## config.mk

```make
export PLATFORM = sky130hd
export DESIGN_NAME = seq_detector_param
export DESIGN_NICKNAME = d
export VERILOG_FILES = /design/src/rtl/seq_detector_param.sv
export SDC_FILE = /design/constraint.sdc
export NUM_CORES = 1
export LEC_CHECK = 0
export ABC_CLOCK_PERIOD_IN_PS = 2490
export CAP_MARGIN = 30
export CORE_MARGIN = 3
export CORE_UTILIZATION = 48
export DETAILED_ROUTE_END_ITERATION = 8
export PLACE_DENSITY = 0.76
export SLEW_MARGIN = 20
export SYNTH_ARGS = -nofsm -noshare
export SYNTH_HDL_FRONTEND = slang
export SYNTH_SLANG_ARGS = --single-unit
```

## constraint.sdc

```tcl
create_clock -name clk -period 2.49 [get_ports clk]
set_input_delay 0.3735 -clock clk [delete_from_list [all_inputs] [get_ports clk]]
set_output_delay 0.3735 -clock clk [all_outputs]
set_load 0.03 [all_outputs]
```

## src/rtl/seq_detector_param.sv

```systemverilog
// ---------------------------------------------------------------------------
// seq_detector_param
//
// Moore serial-pattern detector with a runtime-programmable pattern of
// 1..MAX_LEN bits and runtime-selectable overlapping/non-overlapping matching.
// Configuration is captured into shadow registers while the detector is
// disabled and frozen while it is enabled.
//
// Ports:
//   clk          rising-edge clock
//   rst          asynchronous reset, active-low
//   en           detector enable; config shadows hold while high
//   in_valid     qualifies x for this cycle
//   x            serial data bit
//   cfg_pattern  pattern; bit [cfg_len-1] is the first bit received
//   cfg_len      pattern length; 0 acts as 1, >MAX_LEN acts as MAX_LEN
//   cfg_overlap  1 = overlapping matches, 0 = non-overlapping
//   count_clr    synchronous clear of match_count (wins over a hit)
//   z            Moore match flag, high while in MATCH
//   match_pulse  one-cycle pulse per hit
//   match_count  saturating hit counter
//   state        current state: 00 IDLE, 01 HUNT, 10 MATCH
// ---------------------------------------------------------------------------
module seq_detector_param #(
    parameter int MAX_LEN = 8,
    parameter int CNT_W   = 8,
    localparam int LEN_W  = $clog2(MAX_LEN + 1)
) (
    input  logic               clk,
    input  logic               rst,
    input  logic               en,
    input  logic               in_valid,
    input  logic               x,
    input  logic [MAX_LEN-1:0] cfg_pattern,
    input  logic [LEN_W-1:0]   cfg_len,
    input  logic               cfg_overlap,
    input  logic               count_clr,
    output logic               z,
    output logic               match_pulse,
    output logic [CNT_W-1:0]   match_count,
    output logic [1:0]         state
);

    typedef enum logic [1:0] {
        IDLE  = 2'b00,
        HUNT  = 2'b01,
        MATCH = 2'b10
    } state_t;

    localparam logic [LEN_W-1:0] MAX_LEN_L = LEN_W'(MAX_LEN);
    localparam logic [CNT_W-1:0] CNT_MAX   = {CNT_W{1'b1}};

    state_t             state_q, state_d;
    logic [MAX_LEN-1:0] hist_q, hist_d;
    logic [LEN_W-1:0]   fill_q, fill_d;
    logic [MAX_LEN-1:0] pat_q, pat_d;
    logic [LEN_W-1:0]   len_q, len_d;
    logic               ovl_q, ovl_d;
    logic               pulse_q, pulse_d;
    logic [CNT_W-1:0]   count_q, count_d;

    logic [MAX_LEN-1:0] hist_next;
    logic [LEN_W-1:0]   fill_next;
    logic [LEN_W-1:0]   len_clamped;
    logic [MAX_LEN-1:0] len_mask;
    logic               accept;
    logic               hit;

    // Shift left so the oldest bit moves toward the MSB, matching the
    // pattern convention where bit [L-1] is the first bit received.
    assign hist_next = {hist_q[MAX_LEN-2:0], x};
    assign fill_next = (fill_q == MAX_LEN_L) ? MAX_LEN_L : fill_q + 1'b1;

    assign len_clamped = (cfg_len == '0)       ? LEN_W'(1)  :
                         (cfg_len > MAX_LEN_L) ? MAX_LEN_L  : cfg_len;

    // Low L bits set; a shift by MAX_LEN yields all ones after inversion.
    assign len_mask = ~({MAX_LEN{1'b1}} << len_q);

    // The cycle en rises from IDLE is spent entering HUNT, so no bit is taken.
    assign accept = en && in_valid && (state_q != IDLE);
    assign hit    = accept && (fill_next >= len_q) &&
                    (((hist_next ^ pat_q) & len_mask) == '0);

    always_comb begin
        state_d = state_q;
        hist_d  = hist_q;
        fill_d  = fill_q;
        pat_d   = pat_q;
        len_d   = len_q;
        ovl_d   = ovl_q;
        pulse_d = hit;

        if (!en) begin
            pat_d   = cfg_pattern;
            len_d   = len_clamped;
            ovl_d   = cfg_overlap;
            state_d = IDLE;
            hist_d  = '0;
            fill_d  = '0;
        end else begin
            unique case (state_q)
                IDLE: state_d = HUNT;
                HUNT, MATCH: begin
                    if (accept) begin
                        hist_d  = hist_next;
                        // Non-overlap mode forces the next match to need L fresh bits.
                        fill_d  = (hit && !ovl_q) ? '0 : fill_next;
                        state_d = hit ? MATCH : HUNT;
                    end
                end
                default: state_d = IDLE;
            endcase
        end
    end

    always_comb begin
        count_d = count_q;
        if (count_clr) begin
            count_d = '0;
        end else if (hit && (count_q != CNT_MAX)) begin
            count_d = count_q + 1'b1;
        end
    end

    always_ff @(posedge clk or negedge rst) begin
        if (!rst) begin
            state_q <= IDLE;
            hist_q  <= '0;
            fill_q  <= '0;
            pat_q   <= '0;
            len_q   <= LEN_W'(1);
            ovl_q   <= 1'b0;
            pulse_q <= 1'b0;
            count_q <= '0;
        end else begin
            state_q <= state_d;
            hist_q  <= hist_d;
            fill_q  <= fill_d;
            pat_q   <= pat_d;
            len_q   <= len_d;
            ovl_q   <= ovl_d;
            pulse_q <= pulse_d;
            count_q <= count_d;
        end
    end

    assign z           = (state_q == MATCH);
    assign match_pulse = pulse_q;
    assign match_count = count_q;
    assign state       = state_q;

endmodule

```

== After elaboration in Yosys (flattened, before gate mapping) ==
Index checks and enable logic that the tools add are counted.

* Bits of input ports: 19
* Flip-flop bits (word level): 35
* Word-level logic and storage cells: 53
* Output and inout port bits: 12

* Equal/unequal tests: 7
* Bitwise logic cells: 3
* Mux-type cells: 16
* Magnitude comparators: 2
* Shift-type cells: 1
* Reduce and logical (&&, ||, !) cells: 14
* Add/subtract/negate cells: 2

{| class="wikitable"
|+ Operators with widths
! cell !! count
|-
| $mux 4 || 7
|-
| $mux 7 || 3
|-
| $mux 8 || 2
|-
| $add 8x1->8 const B || 1
|-
| $and 8x8->8 || 1
|-
| $logic_not 8->1 || 1
|-
| $ne 8x8->1 const B || 1
|-
| $not 8->8 || 1
|-
| $shl 8x4->8 const A || 1
|-
| $xor 8x8->8 || 1
|-
| $logic_and 1x1->1 || 6
|-
| $mux 2 || 3
|-
| $add 4x1->4 const B || 1
|-
| $eq 4x4->1 const B || 1
|-
| $ge 4x4->1 || 1
|-
| $gt 4x4->1 const B || 1
|-
| $logic_not 4->1 || 1
|-
| $ne 2x1->1 const B || 2
|-
| $pmux 2 s2 || 1
|-
| $reduce_bool 2->1 || 2
|-
| $ne 3x3->1 const B || 1
|-
| $eq 2x1->1 const B || 1
|-
| $eq 2x2->1 const B || 1
|-
| $logic_not 2->1 || 1
|-
| 3 further kinds || 3
|}

== Longest topological paths before layout ==
* Depth in word-level cells: 10
* Depth in mapped cells: 12
* Mapped depth without buffers: 11

== Worst setup path after synthesis ==
OpenSTA, ideal clock, no wires.

* Path kind: reg-to-reg
* From: register fill_q[0]
* To: register count_q[7] (netlist: match_count[7])
* Clock period less this slack: 2.396 ns
* Data arrival time: 2.318 ns
* Buffers on the path: 1
* Library setup time: 0.078 ns
* Stages on the path, launching flop included: 13
* Required time: 2.412 ns
* Path slack: 0.094 ns
* Cell sequence: dfrtp_1 > inv_1 > ha_1 > a21oi_1 > mux2_2 > ha_1 > o21a_1 > o22ai_2 > nor4_4 > nand4_2 > buf_6 > or3_1 > a21oi_1

* Cells in the longest elaborated chain, start to end: 7
* Elaborated cells between the ends (all ways): 8
* Those cells by class: 1 x add/sub; 1 x order compare; 1 x eq/ne; 1 x mux; 4 x reduce/logical

{| class="wikitable"
|+ RTL lines
! what !! RTL line !! source
|-
| from (decl) || 55 || <nowiki>logic [LEN_W-1:0] fill_q, fill_d;</nowiki>
|-
| from (signal assigned) || 139 || <nowiki>fill_q <= fill_d;</nowiki>
|-
| $add 4x1->4 or $eq 4x4->1 (tied branches) || 72 || <nowiki>assign fill_next = (fill_q == MAX_LEN_L) ? MAX_LEN_L : fill_q + 1'b1;</nowiki>
|-
| $mux 4 (*) || 72 ||
|-
| $ge 4x4->1 (*) || 82 || <nowiki>assign hit = accept && (fill_next >= len_q) &&</nowiki>
|-
| $logic_and 1x1->1 (*) (2 in a row) || 82 ||
|-
| $logic_and 1x1->1 (*) || 121 || <nowiki>end else if (hit && (count_q != CNT_MAX)) begin</nowiki>
|-
| $reduce_bool 2->1 (no line) (*) || - ||
|-
| to (signal assigned) || 144 || <nowiki>count_q <= count_d;</nowiki>
|-
| to (decl) || 60 || <nowiki>logic [CNT_W-1:0] count_q, count_d;</nowiki>
|}

Mark *: on every way between the ends. The rest lies on a longest branch, timed or not.
A chain may end at the register's enable or synchronous reset.

== Worst setup path after layout ==
* From: register fill_q[0]
* To: register count_q[4] (netlist: match_count[4])

Same word-level chain as after synthesis.

==> impl_metrics.py <==
metrics = {
    "outcome": {
        "status": "finished, violations left",
        "violations": "negative setup slack",
    },
    "route": {
        "ant_nets": 0,
        "post_drt_wl_per_cell_um": 14.99,
        "first_pass_iters": 4,
        "routed_wl_mm": 4.197,
        "viasPerCell": 5.568,
        "drc": 0,
        "vias": 1559,
        "drt-initial-drc-count": 86,
    },
    "place": {
        "dp_hpwl_mm": 2.777,
        "io_buffers": 30,
        "gp_congestion": 0.8541,
        "place_inst": 271,
        "dpl_worst_slack_ns": -0.1150,
    },
    "die": {
        "start_util": 0.5077,
        "die_area_um2": 4751,
        "io-pin-count": 31,
        "core_area_um2": 3744,
        "die_y_um": 68.93,
        "die_w_um": 68.93,
        "rows": 22,
    },
    "sta": {
        "tightest_slew_ns": 0.5511,
        "max-slew-margin-rel": 0.6294,
        "period_needed_ns": 2.580,
        "hold_slack_ns": 0.4842,
        "worst_slack_ns": -0.09015,
        "setup_viol": 4,
        "fin_setup_tns_ns": -0.3120,
        "rsz0062_at_grt": "true",
        "timing.final.crit_share": 1.036,
        "finalMaxSlewViolations": 0,
        "hold_viol_final": 0,
        "max_freq_mhz": 387.6,
        "finalClockSkew_ns": 0.005471,
    },
    "finish": {
        "instances_no_fill": 280,
        "area_growth_pct": 29.43,
        "antennaDiodeCount": 0,
        "final_core_util": 0.6571,
        "fin_nets": 260,
        "layout-drive-gt1-share": 0.1983,
    },
    "global_routing": {
        "use_met2": 0.2940,
        "grtUsageMet3": 0.04862,
        "grt_util_met1": 0.2384,
        "overflow": 0,
        "grt-busiest-layer": "met2",
        "grt_pass1_vias": 1434,
        "grt_first_pass_wirelength_mm": 6.410,
        "grt_max_degree": 36,
        "grt_antenna_before_repair": 0,
        "grt_use_total": 0.1855,
    },
    "synth": {
        "yosys.area.top_type": "dfrtp_1",
        "syn_nets": 221,
        "avgSynthCellArea_um2": 9.899,
        "ys_ff_latch": 35,
        "synth_warnings": 0,
        "syn_area_um2": 1901,
        "synth_edf_count": 0,
        "yosysSeqAreaShare": 0.4615,
        "syn_inst": 192,
        "synth_area_leaders": "dfrtp_1 (45%), ha_1 (6.6%), mux2_2 (6.5%)",
        "synth.most_common_cell": "dfrtp_1",
        "yosysTopAreaCellShare": 0.4477,
        "synthArstFlopShare": 1.000,
        "synthTopCellsByCount": "dfrtp_1 (34), nand2_1 (27), nand3_1 (17), o21ai_0 (16)",
        "synth-main-ff-cell": "dfrtp_1",
        "synth_cell_types": 33,
    },
    "cts": {
        "cts_sinks": 35,
        "insertion_delay_ns": 0.29,
        "clockBufferDepth": 2,
        "cts_hold_buf": 0,
        "cts_tree": "built",
        "h-tree-depth": 2,
        "root_buffer": "clkbuf_8",
        "cts_buffers": 5,
        "clk_pin_slew_ns": 0.07,
    },
    "job": {
        "drv_cap": 0,
    },
    "setup_path": {
        "cp_data_arrival_time_ns": 2.79,
        "endpoint_kind": "flip-flop",
        "cp.required_ns": 2.70,
        "criticalPathCategory": "reg -> reg",
        "startpoint_type": "flip-flop",
        "crit_path_max_fanout": 7,
        "rr_worst_depth": 11,
    },
    "pwr": {
        "power_leakage_nw": 1.047,
        "peakVddDrop_v": 0.0003960,
        "powerDensity_nw_per_um2": 524.1,
    },
    "worst_hold_path": {
        "holdCritPathClass": "in -> async",
    },
}
state kept, by name (all words and copies together), names as in the netlist:
name and flops:
fill_q 4, hist_q 7, len_q 4, match_count 8, match_pulse 1, ovl_q 1, pat_q 8, state 2
layer usage:
metal / wire length (um) / up-vias
met4: 82 / 0
met5: 0 / -
met1: 1785 / 772
met2: 2179 / 33
li1: - / 747
met3: 149 / 7
placed cells by master (no fill, tap or decap), drive strengths merged:
cell           synthesis  layout
dfrtp                 34      34
clkdlybuf4s50          0      30
nand2                 27      27
nand3                 17      17
o21ai                 16      16
mux2                  11      11
a21oi                 11      11
inv                   10      10
buf                    4      10
ha                    10      10
xnor2                  9       9
clkbuf                 4       8
or3                    7       7
o31ai                  5       5
nor2                   5       5
nand2b                 3       3
nor3                   3       3
nor4                   2       2
o22ai                  2       2
nand4                  2       2
nand3b                 1       1
o21a                   1       1
a2111oi                1       1
and4                   1       1
and2                   1       1
mux2i                  1       1
xor2                   1       1
o2111ai                1       1
and3                   1       1
dfstp                  1       1
cells by family (layout without fill, tap and decap cells):
kind of cell             Yosys count  count (layout)  share of synthesized area
multiplexers                      12              12                    0.07044
XOR/XNOR                          10              10                    0.04609
AO/OA/AOI/OAI                     37              37                     0.1139
flip-flops                        35              35                     0.4615
AND/OR/NAND/NOR                   70              70                     0.1988
adder cells (fa/ha/maj)           10              10                    0.06583
buffers and inverters             18              58                    0.04345
worst paths after layout:
check                            endpoint      start  slack (ns)
hold / removal                  fill_q[3]        rst        0.48
setup / recovery           match_count[4]  fill_q[0]       -0.09
hold reg to reg                 hist_q[6]  hist_q[5]        0.51
min in group clk                hist_q[6]  hist_q[5]        0.51
max in group asynchronous        len_q[0]        rst        1.68
setup reg to reg           match_count[4]  fill_q[0]       -0.09
timing repair:
item,4_1_cts,5_1_grt
buffers inserted,0,1
resized for setup,10,6
pin swaps,0,2
cloned,0,0
setup endpoints to repair,12,13
critical path, cell delays in order (launching register included):
cell	delay [ns]
dfrtp_1	0.41
inv_2	0.07
ha_4	0.16
nand2_1	0.06
o21ai_1	0.08
ha_1	0.28
nand2b_1	0.11
a2111oi_2	0.08
nor3_1	0.40
nand4_4	0.21
or3_2	0.50
a21oi_1	0.15
final cells by class:
class | instances | area, um^2
flip-flops and latches | 35 | 877.1
inverters | 10 | 37.54
clock buffers | 8 | 100.1
well taps | 48 | 60.06
fillers | 318 | 1284
repair buffers | 40 | 379.1
multi-input cells | 139 | 1006
stage by stage:
| stage | area (um^2) | total power [mW] |
|---|---|---|
| floorplan | 1901 | 0.7530 |
| global placement | 2283 | 0.8301 |
| detailed placement | 2283 | 0.8381 |
| CTS | 2425 | 1.291 |
| global route | 2460 | 1.345 |
| finish | 2460 | 1.289 |
power by group:
part	switching, mW	leakage [nW]	internal, mW	total [mW]
Clock	0.193	0.0515	0.252	0.445
Sequential	0.0276	0.459	0.597	0.624
Combinational	0.114	0.536	0.106	0.220
Power figures use the tool's default switching activity.
